==> src/rtl/branch_pkg.sv <==
// ---------------------------------------------------------------------------
// branch_pkg
// Shared constants and types for the Lab7 branch datapath.
//   XLEN        : PC / immediate width
//   INSTR_BYTES : bytes per instruction (sequential PC increment)
//   state_e     : fetch FSM encoding used by branch_pc_unit
//   CBZ_OPCODE  : 8-bit CBZ opcode, kept here for the decode stage
// ---------------------------------------------------------------------------
package branch_pkg;

    localparam int XLEN        = 64;
    localparam int INSTR_BYTES = 4;

    typedef enum logic [1:0] {
        ST_BOOT  = 2'd0,
        ST_RUN   = 2'd1,
        ST_FLUSH = 2'd2
    } state_e;

    localparam logic [7:0] CBZ_OPCODE = 8'b10110100;

endpackage : branch_pkg

==> src/rtl/branch_target_adder.sv <==
// ---------------------------------------------------------------------------
// branch_target_adder
// Combinational PC-relative branch target: i_br_pc + (i_se_imm << 2).
// The immediate is a word offset; the shift discards its top two bits and
// the sum wraps modulo 2^XLEN, so negative offsets work as two's complement.
// Ports:
//   i_br_pc    in  XLEN  PC of the branch instruction
//   i_se_imm   in  XLEN  sign-extended word offset
//   o_target   out XLEN  byte address of the branch target
// ---------------------------------------------------------------------------
module branch_target_adder
    import branch_pkg::*;
#(
    parameter int XLEN = branch_pkg::XLEN
) (
    input  logic [XLEN-1:0] i_br_pc,
    input  logic [XLEN-1:0] i_se_imm,
    output logic [XLEN-1:0] o_target
);

    assign o_target = i_br_pc + (i_se_imm << 2);

endmodule : branch_target_adder

==> src/rtl/branch_pc_unit.sv <==
// ---------------------------------------------------------------------------
// branch_pc_unit
// Program counter and fetch-slot control for the Lab7 branch datapath.
// Advances the PC by 4 each cycle; on a taken CBZ redirects the PC to the
// branch target and inserts FLUSH_CYCLES bubble cycles (if_valid low).
// Ports:
//   clk          in   1     rising-edge clock
//   reset        in   1     asynchronous active-high reset
//   stall        in   1     hold PC and fetch state this cycle
//   br_valid     in   1     branch-resolve inputs valid this cycle
//   branch       in   1     decoded CBZ
//   zero         in   1     ALU zero flag of the CBZ operand
//   se_imm       in   XLEN  sign-extended word offset
//   br_pc        in   XLEN  PC of the branch being resolved
//   pc           out  XLEN  current fetch PC
//   if_valid     out  1     current fetch slot valid
//   taken        out  1     pulse: redirect happened at the last edge
//   taken_count  out  CNT_W saturating count of taken branches
//   dbg_state    out  2     FSM state (BOOT/RUN/FLUSH) for debug
//
// Interface semantics: br_valid qualifies branch, zero, se_imm and br_pc as a
// group in the cycle it is high; there is no ready, the unit always accepts.
// When br_valid is low those four inputs are ignored. A redirect takes
// priority over stall, which takes priority over the normal advance.
// ---------------------------------------------------------------------------
module branch_pc_unit
    import branch_pkg::*;
#(
    parameter int              XLEN         = branch_pkg::XLEN,
    parameter logic [XLEN-1:0] RESET_PC     = '0,
    parameter int              FLUSH_CYCLES = 1,
    parameter int              CNT_W        = 16
) (
    input  logic             clk,
    input  logic             reset,
    input  logic             stall,
    input  logic             br_valid,
    input  logic             branch,
    input  logic             zero,
    input  logic [XLEN-1:0]  se_imm,
    input  logic [XLEN-1:0]  br_pc,
    output logic [XLEN-1:0]  pc,
    output logic             if_valid,
    output logic             taken,
    output logic [CNT_W-1:0] taken_count,
    output logic [1:0]       dbg_state
);

    // FLUSH_CYCLES is at most 7, so the remaining-bubble counter fits in 3 bits.
    localparam logic [2:0] FLUSH_LOAD = 3'(FLUSH_CYCLES - 1);

    state_e            r_state;
    state_e            w_state_nxt;
    logic [XLEN-1:0]   r_pc;
    logic [XLEN-1:0]   w_pc_nxt;
    logic              r_if_valid;
    logic              w_if_valid_nxt;
    logic              r_taken;
    logic              w_taken_nxt;
    logic [CNT_W-1:0]  r_cnt;
    logic [CNT_W-1:0]  w_cnt_nxt;
    logic [2:0]        r_fcnt;
    logic [2:0]        w_fcnt_nxt;
    logic [XLEN-1:0]   w_target;
    logic              w_take;

    branch_target_adder #(
        .XLEN(XLEN)
    ) u_target (
        .i_br_pc  (br_pc),
        .i_se_imm (se_imm),
        .o_target (w_target)
    );

    assign w_take = br_valid & branch & zero;

    always_comb begin
        w_state_nxt    = r_state;
        w_pc_nxt       = r_pc;
        w_if_valid_nxt = r_if_valid;
        w_taken_nxt    = 1'b0;
        w_cnt_nxt      = r_cnt;
        w_fcnt_nxt     = r_fcnt;
        case (r_state)
            // One idle edge after reset so RESET_PC itself is fetched first.
            ST_BOOT: begin
                w_state_nxt    = ST_RUN;
                w_if_valid_nxt = 1'b1;
            end
            ST_RUN, ST_FLUSH: begin
                if (w_take) begin
                    w_pc_nxt       = w_target;
                    w_if_valid_nxt = 1'b0;
                    w_taken_nxt    = 1'b1;
                    w_fcnt_nxt     = FLUSH_LOAD;
                    w_state_nxt    = ST_FLUSH;
                    if (r_cnt != '1) begin
                        w_cnt_nxt = r_cnt + 1'b1;
                    end
                end else if (!stall) begin
                    if (r_state == ST_RUN) begin
                        w_pc_nxt       = r_pc + XLEN'(INSTR_BYTES);
                        w_if_valid_nxt = 1'b1;
                    end else if (r_fcnt == 3'd0) begin
                        // PC already holds the target; it is fetched now.
                        w_state_nxt    = ST_RUN;
                        w_if_valid_nxt = 1'b1;
                    end else begin
                        w_fcnt_nxt = r_fcnt - 3'd1;
                    end
                end
            end
            default: begin
                w_state_nxt = ST_RUN;
            end
        endcase
    end

    always_ff @(posedge clk or posedge reset) begin
        if (reset) begin
            r_state    <= ST_BOOT;
            r_pc       <= RESET_PC;
            r_if_valid <= 1'b0;
            r_taken    <= 1'b0;
            r_cnt      <= '0;
            r_fcnt     <= 3'd0;
        end else begin
            r_state    <= w_state_nxt;
            r_pc       <= w_pc_nxt;
            r_if_valid <= w_if_valid_nxt;
            r_taken    <= w_taken_nxt;
            r_cnt      <= w_cnt_nxt;
            r_fcnt     <= w_fcnt_nxt;
        end
    end

    assign pc          = r_pc;
    assign if_valid    = r_if_valid;
    assign taken       = r_taken;
    assign taken_count = r_cnt;
    assign dbg_state   = r_state;

endmodule : branch_pc_unit

==> config.mk <==
export PLATFORM = sky130hd
export DESIGN_NAME = branch_pc_unit
export DESIGN_NICKNAME = d
export VERILOG_FILES = /design/src/rtl/branch_pkg.sv /design/src/rtl/branch_target_adder.sv /design/src/rtl/branch_pc_unit.sv
export SDC_FILE = /design/constraint.sdc
export NUM_CORES = 1
export LEC_CHECK = 0
export CAP_MARGIN = 30
export CORE_ASPECT_RATIO = 0.75
export CORE_UTILIZATION = 50
export DETAILED_ROUTE_END_ITERATION = 8
export GPL_TIMING_DRIVEN = 0
export PLACE_DENSITY = 0.91
export SYNTH_ARGS = -nofsm -noshare
export SYNTH_HDL_FRONTEND = slang
export SYNTH_SLANG_ARGS = --single-unit
==> constraint.sdc <==
create_clock -name clk -period 3.95 [get_ports clk]
set_input_delay 0.79 -clock clk [delete_from_list [all_inputs] [get_ports clk]]
set_output_delay 0.79 -clock clk [all_outputs]
set_load 0.01 [all_outputs]
* Yosys cells after proc, flatten, opt, wreduce, memory -nomap -nowiden *
Index checks and enable logic that the tools add are counted.

word-level totals
  register bits after elaboration = 87

operators by class
  add/sub/neg operators = 4
  eq/ne operators = 10
  muxes and demuxes = 19
  bitwise gates (word level) = 2
  reduce and logical (&&, ||, !) cells = 10

operator list
  operator               count
  $mux 64                3
  $add 64x3->64 const B  1
  $add 64x64->64         1
  $add 16x1->16 const B  1
  $ne 16x16->1 const B   1
  $mux 3                 4
  $reduce_and 3->1       4
  $mux 2                 5
  $ne 3x3->1 const B     3
  $mux 1                 6
  $ne 2x2->1 const B     2
  $ne 4x4->1 const B     1
  $reduce_and 4->1       1
  $reduce_bool 2->1      2
  $logic_not 3->1        1
  $sub 3x1->3 const B    1
  $and 1x1->1            2
  $eq 2x1->1 const B     1
  $eq 2x2->1 const B     1
  $logic_not 2->1        1
  $ne 2x1->1 const B     1
  $pmux 1 s2             1
  $reduce_or 2->1        1

* Logic depth before layout (Yosys ltp) *
Gate-level depths: netlist (run 1).

  word-level depth = 6
  gate-level depth with buffers = 12
  mapped depth without buffers = 12

* Modules after synthesis *
From an unflattened synthesis (run 1), not the netlist that was laid out.

second synthesis, totals
  cell total of the unflattened synthesis = 1172
  area total of the unflattened synthesis = 8795.9 um^2

modules (own cells, without submodules)
  module               times used  cells an instance  area each (um^2)  seq. area each (um^2)
  branch_pc_unit       1           668                5332.6            2177.1
  branch_target_adder  1           504                3463.3            0.0

* Worst setup path after synthesis (run 1) *
No wires, ideal clock.

  path kind = input to register
  start = input port se_imm[0]
  end = register r_pc[62], in the netlist pc[62]
  library setup time = 0.138 ns
  data arrival time = 3.019 ns
  required time = 3.812 ns
  path slack = 0.793 ns
  stages = 12
  path buffers = 0
  cells stage by stage = ha_1 -> fa_1 -> a211oi_2 -> o21ai_2 -> nand4_1 -> a21oi_2 -> o2111ai_1 -> a31oi_1 -> nor3b_2 -> o21a_1 -> o311a_1 -> o211ai_1

on the way
  longest elaborated chain between the ends = 2

RTL lines
  item                    RTL line                   RTL
  start: declaration      branch_pc_unit.sv:40       input logic [XLEN-1:0] se_imm,
  $add 64x64->64          branch_target_adder.sv:21  assign o_target = i_br_pc + (i_se_imm << 2);
  $mux 64                 branch_pc_unit.sv:91       if (w_take) begin
  end signal: assignment  branch_pc_unit.sv:129      r_pc <= w_pc_nxt;
  end: declaration        branch_pc_unit.sv:54       logic [XLEN-1:0] r_pc;

Every way passes these cells.
A chain may end at the register's enable or synchronous reset.

* Worst setup path after layout (run 1) *
Same ends and word-level chain as after synthesis.

==> results.md, run 1 <==
- The async set-or-reset flop fraction in the synthesized netlist is 1.00.
- Total power for the finished layout comes to roughly 5700 uW.
- The worst clock skew on the final layout is just under 0.008 ns.
- In the post-synthesis netlist, the cell with the most instances is a21oi_1.
- The cell with the largest stage delay on the worst path is clkdlybuf4s50_1.
- The total setup violations reported at the end of the flow is 0.
- The number of antenna repair diodes is 0.
- The internal cell power is 3150 uW.
- The sum of buffers and inverters on the critical path is 2.
- The number of global-route vias before repair came to between 9k and 10k.
- The maximum root-to-sink buffer count is 2.
- The number of standard cells after synthesis is between 1k and 1.5k.
- The most frequently used flop master after synthesis is dfrtp_1.
- The cell family with the largest share of critical-path delay is compound AO/OA/AOI/OAI gates.
- The flop and latch count out of synthesis is 87.
- During I/O placement, the number of pins put on the boundary was around 220.
- The mean routed wirelength per cell is between 15 and 20 um.
- The cell sitting at the root of the clock tree is a clkbuf_16.
- The signal on the critical path passes through clkdlybuf4s50_1 > ha_1 > fa_2 > a211oi_2 > o21ai_2 > nand4_1 > a21oi_2 > o2111ai_2 > a31oi_2 > nor3b_2 > buf_4 > o21a_1 > o311a_1 > o211ai_1.
- The static leakage is about 0.0046 uW.
- Input and output buffers added on the ports amount to about 220.
- The horizontal die dimension is around 150 um.
- The highest fanout seen on the critical path is 4.
- The die extent in y is around 120 um.
- Entering global routing, the biggest net connects between 60 and 70 pins.
- The slew at the pin with the worst max-slew slack is roughly 0.9 ns.
- The utilization of the core after routing is 0.677.
- The min-delay analysis places its worst path in the category flop to flop.
- The net count of the mapped netlist is 1,325.
- The first routing iteration left approximately 1.3k violations.
- Setup repair after global routing could not meet its margin everywhere.
- Of the cells placed in the final design, the portion with a size suffix greater than 1 is 0.0568.
- The total overflow left after global routing is 0.
- The startpoint-to-endpoint class of the critical path is primary input to flop.
- The cell area that synthesis handed to floorplanning was between 8000 and 9000 um2.
- The number of cell rows is ~40.
- Dividing the final minimum period by the clock period gives 0.985.
- The number of detailed-routing iterations run before antenna repair is 8.
- The share of the synthesized area in the top cell type is 0.255.
- The die area is 17,600 um2.
- The core outline area is ~17,000 um2.
- Clock-pin slew was measured on the worst setup and hold paths at ~0.07 ns.
- The internal reg-to-reg setup slack is a little under 0.8 ns.
- The number of routed nets with antenna violations is 0.
- The stage delay of the slowest cell on the critical path is 0.46 ns.
- The areal power density over the cells is roughly 500 nW/um2.
- The maximum achievable frequency is 257 MHz.
- The growth of design area from synthesis to finish is 32.7%.
- After legalization and detailed placement, the total HPWL measured 23,200 um.
- The share of total power dissipated in the clock network is 0.161.
- Of the synthesized area, sequential elements account for 0.255.
- The number of warning messages in the yosys log is 0.
- TritonCTS built the clock tree.
- The share of total power dissipated in combinational logic is 0.522.
- The DRC violation count after routing is 0.
- The number of H-tree levels is 3.
- The number of hold violations in the final report was 0.
- In this run the cell area measured after placement is roughly 11,000 um2.
- The placer's final routability congestion estimate is 0.973.
- The first global-routing pass estimated 48,000 um of wire.
- The critical path data required time is approximately 4.2 ns.
- STA classifies the critical path startpoint as a primary input.
- The initial antenna violation count is 0.
- Counting instances in the post-synthesis netlist gives the leading cell types as a21oi_1, nor2_1, nand2_1.
- In the post-synthesis netlist, the biggest area contributors are dfrtp_1, ha_1, a21oi_1, nor2_1, nand2_1.
- The clock insertion delay at the later pin of the skew report is about 0.35 ns.
- The endpoint class of the critical path is a flop.
- The average instance area after synthesis is ~7.6 um2.
- The final net count is 1,553.
- Of the total power, registers draw 0.317.
- The biggest area consumer among synthesized cells is dfrtp_1.
- Of the total power, the share spent switching nets is 0.445.
- Clock tree synthesis found a total of 87 sinks.
- The detailed-route via count is between 10k and 15k.
- Once placement completed, the tool counted placed cells totaling 1,554.
- The run finished with clean final reports.
- The switching component of the power is 2530 uW.
- The highest ir drop seen on vdd is ~320 uV.
- The number of max-cap violations is 0.
- The final non-filler cell area is 11,300 um2.
- The number of vias per cell is ~6.4.
- The count of unique library cells instantiated by Yosys is 80.
- The number of synthesized flops with an enable pin is 0.
- The number of buffers created by CTS is 9.
- For this run, the number of standard cells in the final layout without fillers is between 1.5k and 2k.
- The effective utilization at floorplan is 0.510.
- The total track usage is 0.343.
- The worst slew margin relative to its limit is 0.405.
- For the worst setup path, the data arrival time is 4.16 ns.
- The number of max-slew violations in the final report is 0.
- The final wirelength is around 30,000 um.
- After layout, the minimum clock period comes to slightly below 4 ns.
[power groups by stage]
stage / logic, uW / registers, uW / clock network (uW)
global route: 3180 / 1850 / 940
floorplan: 1360 / 1830 / 0
CTS: 2900 / 1770 / 905
finish: 2970 / 1800 / 917
global placement: 2810 / 1760 / 0
detailed placement: 2880 / 1780 / 0
[metrics by stage]
step | TNS (ns) | worst slack (ns) | hold slack [ns]
CTS | 0 | 0.0425 | 0.485
detailed placement | -1.57 | -0.350 | 0.473
floorplan | 0 | 0.793 | 0.450
finish | 0 | 0.0608 | 0.477
global route | -0.0895 | -0.0895 | 0.526
global placement | -52.72 | -0.600 | 0.462
[state kept, by name, indices dropped and copies added, names as in the netlist]
name and count:
taken_count 16, taken 1, dbg_state 2, if_valid 1, r_fcnt 3, pc 64
[final cells by class]
type	instances	area, um2
clock inverter	3	40.0
multi-input combinational	957	6090
tap	215	269
timing repair buffer	217	2190
sequential	87	2180
clock buffer	13	270
inverter	29	111
buffer	50	201
fill	1361	5430
[cell usage in the layout, fill, tap and decap left out, types with 4 or more instances in the layout]
cell type	count
clkdlybuf4s50_1	215
a21oi_1	152
nor2_1	116
nand2_1	113
dfrtp_1	87
o21ai_0	77
ha_1	67
nand3_1	51
xnor2_1	37
a21o_1	34
clkbuf_1	30
xor2_1	27
inv_1	27
nor3_1	27
nand4_1	22
and3_1	20
o21ai_1	15
o211ai_1	14
o22ai_1	13
o21bai_1	13
a31oi_1	12
buf_2	11
buf_1	10
a211oi_1	9
or3_1	9
nor4_1	9
clkbuf_16	9
a22oi_1	7
mux2i_1	6
o31ai_1	6
nand2b_1	5
o21a_1	5
a21oi_2	5
a211oi_2	4
and4_1	4
nor3b_1	4
[what timing repair did]
item                       in CTS  in global routing
pin swaps                       1                  3
gates resized for setup         0                  6
setup endpoints to repair       1                  7
hold buffers                    0                  0
buffers inserted                1                  0
[cells by family (layout without fill, tap and decap cells)]
kind of cell    count (synthesis)  count (layout)  synth area share
fa+ha+maj                      68              68             0.100
compound gates                403             403             0.291
buf+inv                        79             312            0.0363
xor+xnor                       64              64            0.0655
flops                          87              87             0.255
mux                             7               7           0.00834
simple gates                  415             415             0.244
[worst paths after layout]
path	cells past startpoint	startpoint	endpoint
min reg2reg	2	pc[0]	pc[0]
min	2	pc[0]	pc[0]
min in group asynchronous	2	reset	taken
max in group asynchronous	3	reset	pc[31]
max	14	se_imm[0]	pc[62]
max reg2reg	10	pc[2]	pc[56]
[per-layer routing]
layer / share of wire / vias to the layer above / track usage
li1: - / 4617 / -
met1: 0.42 / 4683 / 0.468
met2: 0.43 / 719 / 0.526
met3: 0.12 / 81 / 0.0905
met4: 0.027 / 0 / 0.119
met5: 0 / - / 0
[tightest hold or removal path, cell delays in order (launching register included)]
cell and delay (ns):
dfrtp_1 0.34, nand2_1 0.05, nand2_1 0.06
Power figures use the tool's default switching activity.
==> run 2: changes to the inputs <==
--- a/config.mk
+++ b/config.mk
@@ -7,10 +7,10 @@
 export LEC_CHECK = 0
 export CAP_MARGIN = 30
 export CORE_ASPECT_RATIO = 0.75
-export CORE_UTILIZATION = 50
+export CORE_UTILIZATION = 51
 export DETAILED_ROUTE_END_ITERATION = 8
-export GPL_TIMING_DRIVEN = 0
-export PLACE_DENSITY = 0.91
+export PLACE_DENSITY = 0.92
 export SYNTH_ARGS = -nofsm -noshare
 export SYNTH_HDL_FRONTEND = slang
+export SYNTH_HIERARCHICAL = 1
 export SYNTH_SLANG_ARGS = --single-unit
==> run 2 against run 1 <==
Non-clock buffer count increased by 82. Combinational power grew 11%. Cell area is 12% higher. Sequential cell count is the same. Cell count rose by 7.7%. Setup slack worse by 0.047 ns. Clock-buffer cell count is 4 lower. Synthesized cell count increased by 4.4%. Sequential share of layout area down 2.0 points.
==> results.md, run 2 <==
- The flow ran to the end, and the final reports show no timing, DRC or antenna violations.
- The number of detailed-routing iterations run before antenna repair is 6 (-2).
- The DRC violation total after the first TritonRoute iteration came to 1,430 (+14%).
- The number of antenna repair diodes is 0 (unchanged).
- The areal power density over the cells is 465 nW/um2 (-7.1%).
- The worst slew margin relative to its limit came to 0.223 (-0.182).
- The wire length of the first global-routing pass is 47,800 um (-0.47%).
- The library cells used most frequently in the layout, excluding fill and tap cells, are clkdlybuf4s50_1, nand2_1, buf_4.
- The DRC violation count after routing is 0 (unchanged).
- The number of synthesized flops with an enable pin is 0 (unchanged).
- Setup repair after global routing could not meet its margin everywhere.
- The number of vias per cell is 6.49 (+0.99%).
- The net count of the mapped netlist was 1,374 (+3.7%).
- The number of sinks on the clock net was 87 (unchanged).
- On the critical path, the stage with the largest delay is an instance of clkdlybuf4s50_1.
- The number of global-route vias before repair is 9,847 (+7.2%).
- The placer's final routability congestion estimate is 0.991 (+1.8%).
- The initial antenna violation count came to 0 (unchanged).
- The minimum clock period after layout is 3.94 ns (+0.0465 ns).
- The cell area after placement was 11,900 um2 (+8.2%).
- Among the stages of the critical path, the cell type that occurs most often is buf_4.
- The number of routed nets with antenna violations is 0 (unchanged).
- The most frequently used flop master after synthesis is dfrtp_1.
- The biggest area consumer among synthesized cells is dfrtp_1.
- The average instance area after synthesis came to 7.51 um2 (-1.5%).
- TritonCTS built the clock tree.
- Ranked by total cell area, the synthesized netlist is headed by dfrtp_1, ha_1, a21oi_1, nand2_1, nor2_1.
- The final net count came to 1,674 (+7.8%).
- The fraction of layout instances using a drive strength above 1 is 0.155 (+0.0983).
- The die extent in y is 116 um (+0.40%).
- The share of the synthesized area in the top cell type is 0.248 (-0.00702).
- The async set-or-reset flop fraction in the synthesized netlist is 1.00 (unchanged).
- The number of warning messages in the yosys log is 6 (+6).
- The worst hold path belongs to the class flop to flop.
- The core outline area is 16,800 um2 (+0.31%).
- The post-CTS clock slew at the launch and capture registers of the worst setup and hold paths came to 0.06 ns (about the same).
- The most frequent standard cell in the layout excluding fill and tap cells is clkdlybuf4s50_1.
- Relative to the synthesized area, the layout overhead comes to 44.1%.
- The highest fanout seen on the critical path is 6 (+2).
- The number of flip-flops under the largest register name is 64 (unchanged).
- The sum of buffers and inverters on the critical path is 3 (+1).
- The half-perimeter wire length after detailed placement is 23,000 um (-0.80%).
- The clock insertion delay at the later pin of the skew report came to 0.35 ns (about the same).
- The critical path goes through clkdlybuf4s50_1 > ha_1 > buf_4 > nand2_1 > o21a_1 > o221ai_4 > buf_4 > a31oi_1 > o211ai_1 > a22oi_2 > a31oi_2 > nand3b_1 > and4_1 > a211o_1 > o22ai_1 > a2bb2oi_1.
- The effective utilization at floorplan was 0.523 (+0.0129).
- The mean routed wirelength per cell was 19.1 um (-1.1%).
- The slew at the pin with the worst max-slew slack is 1.15 ns (+0.266 ns).
- The total setup violations reported at the end of the flow is 0 (unchanged).
- The startpoint kind of the worst setup timing path is a primary input.
- The number of max-slew violations in the final report is 0 (unchanged).
- The highest ir drop seen on vdd is 311 uV (-2.3%).
- The die area was 17,800 um2 (+0.81%).
- The maximum root-to-sink buffer count is 2 (unchanged).
- The worst setup path is of the primary input to flop kind.
- nand2_1 is the most common cell in the netlist.
- The buffer cell driving the clock tree root is clkbuf_16.
- The number of H-tree levels is 3 (unchanged).
- The endpoint class of the critical path is a flop.
- The portion of the clock cycle consumed by the worst path in the final layout is 0.996 (+0.0118).
- The number of cell rows is 41 (unchanged).
- The largest net degree at the start of global routing is 88 (+40%).
- The number of I/O port buffers is 215 (unchanged).
- The hold-fix buffer count after cts came to 0 (unchanged).
- The number of buffers created by CTS is 9 (unchanged).
- The static leakage came to 0.00547 uW (+18%).
- The maximum achievable frequency is 254 MHz (-1.2%).
- The count of unique library cells instantiated by Yosys is 83 (+3.8%).
- The number of standard cells after synthesis is 1,172 (+4.4%).
- The flop and latch count out of synthesis is 87 (unchanged).
- The register area share after synthesis is 0.248 (-0.00702).
- The final non-filler cell area was 12,700 um2 (+12%).
- The post-synthesis instance area was 8800 um2 (+2.8%).
- The number of max-cap violations came to 0 (unchanged).
- The horizontal die dimension is 154 um (+0.41%).
- The total track usage was 0.334 (-0.00845).
- The fill cell instance count of the final layout is 1,183 (-13%).
- The total global routing overflow was 0 (unchanged).
- The critical path data required time is 4.17 ns (-0.05 ns).
- The stage delay of the slowest cell on the critical path was 0.43 ns (-0.03 ns).
- The final wirelength is 32,400 um (+6.5%).
- The post-route worst setup slack is 0.0142 ns (-0.0465 ns).
- The number of hold violations in the final report came to 0 (unchanged).
- The arrival time at the worst endpoint is 4.15 ns (about the same).
- The worst slack after detailed placement is -0.788 ns (-0.438 ns).
- The top-level port count is 218 (unchanged).
- In the synthesized netlist, the cells that appear most often are nand2_1, a21oi_1, nor2_1.
- The worst clock skew on the final layout was 0.0107 ns (+0.00282 ns).
- The detailed-route via count came to 11.0k (+8.8%).
- The cell family with the largest share of critical-path delay is compound AO/OA/AOI/OAI gates.
==> run 2: cell count changes in the layout (fill, tap and decap cells not counted), sizes merged, moves of 12 or more <==
cell,previous run,this run
clkbuf,42,14
o22ai,13,27
clkdlybuf4s50,215,191
nand2,114,136
o21ai,93,69
a21oi,157,130
nand3,53,67
nor3,31,43
a2bb2oi,0,15
nor2,120,98
buf,23,136
==> run 2: layout make-up <==
class | instances | area [um2] | area share
clock buffers | 9 | 225 | 0.0178
inverters | 33 | 125 | 0.00987
flip-flops and latches | 87 | 2180 | 0.172
repair buffers | 349 | 3180 | 0.251
multi-input cells | 992 | 6630 | 0.523
well taps | 215 | 269 | 0.0212
clock inverters | 7 | 77.6 | 0.00612
==> run 2: tightest hold or removal path: cells and delay by family, from the launching register on <==
family           cells  cell delay (ns)
and+or+nand+nor      2             0.12
DFF                  1             0.34
==> run 2: power by group <==
part	leakage (uW)	total [uW]	internal (uW)	switching [uW]
sequential	0.00103	1710	1200	511
clock	0.000147	889	497	391
combinational	0.00429	3290	1510	1780
==> run 2: path summary, 6_finish.rpt <==
path | slack [ns] | cells after the start | end | from
min in group asynchronous | 0.87 | 3 | taken_count[11] | reset
hold reg to reg | 0.48 | 2 | pc[0] | pc[0]
hold / removal | 0.48 | 2 | pc[0] | pc[0]
setup / recovery | 0.01 | 16 | pc[61] | br_pc[24]
max in group asynchronous | 2.69 | 3 | pc[56] | reset
setup reg to reg | 0.75 | 6 | pc[62] | pc[8]
==> run 2: logic make-up after synthesis <==
kind of cell	after synthesis	synth area share
buffers and inverters	93	0.0420
AOI/OAI and AO/OA	376	0.274
and+or+nand+nor	471	0.261
adders and majority gates	68	0.0976
xor gates and xnor gates	74	0.0737
muxes	3	0.00356
DFF	87	0.248
==> run 2: metal layers <==
metal  track usage  routed length [um]  up-vias
li1              -                   -     4957
met5             0                   0        -
met1         0.431               12600     5059
met4         0.107                1270        0
met2         0.544               14300      800
met3        0.0969                4240      170
==> run 2: through the flow <==
step                 util  total power [uW]  setup TNS (ns)  hold slack [ns]  std cells
floorplan               -              3220               0            0.451       1172
global placement    0.707              4640           -5.67            0.465       1660
detailed placement  0.707              4750           -7.27            0.466       1660
CTS                 0.732              5670               0            0.483       1682
global route        0.753              6200          -0.225            0.523       1692
finish              0.753              5890               0            0.481       1692
==> run 2: what timing repair did <==
action                     CTS  global route
resized for setup           36            68
pin swaps                   21            37
gates cloned                 0             0
setup endpoints to repair   11             9
setup buffers                6            10
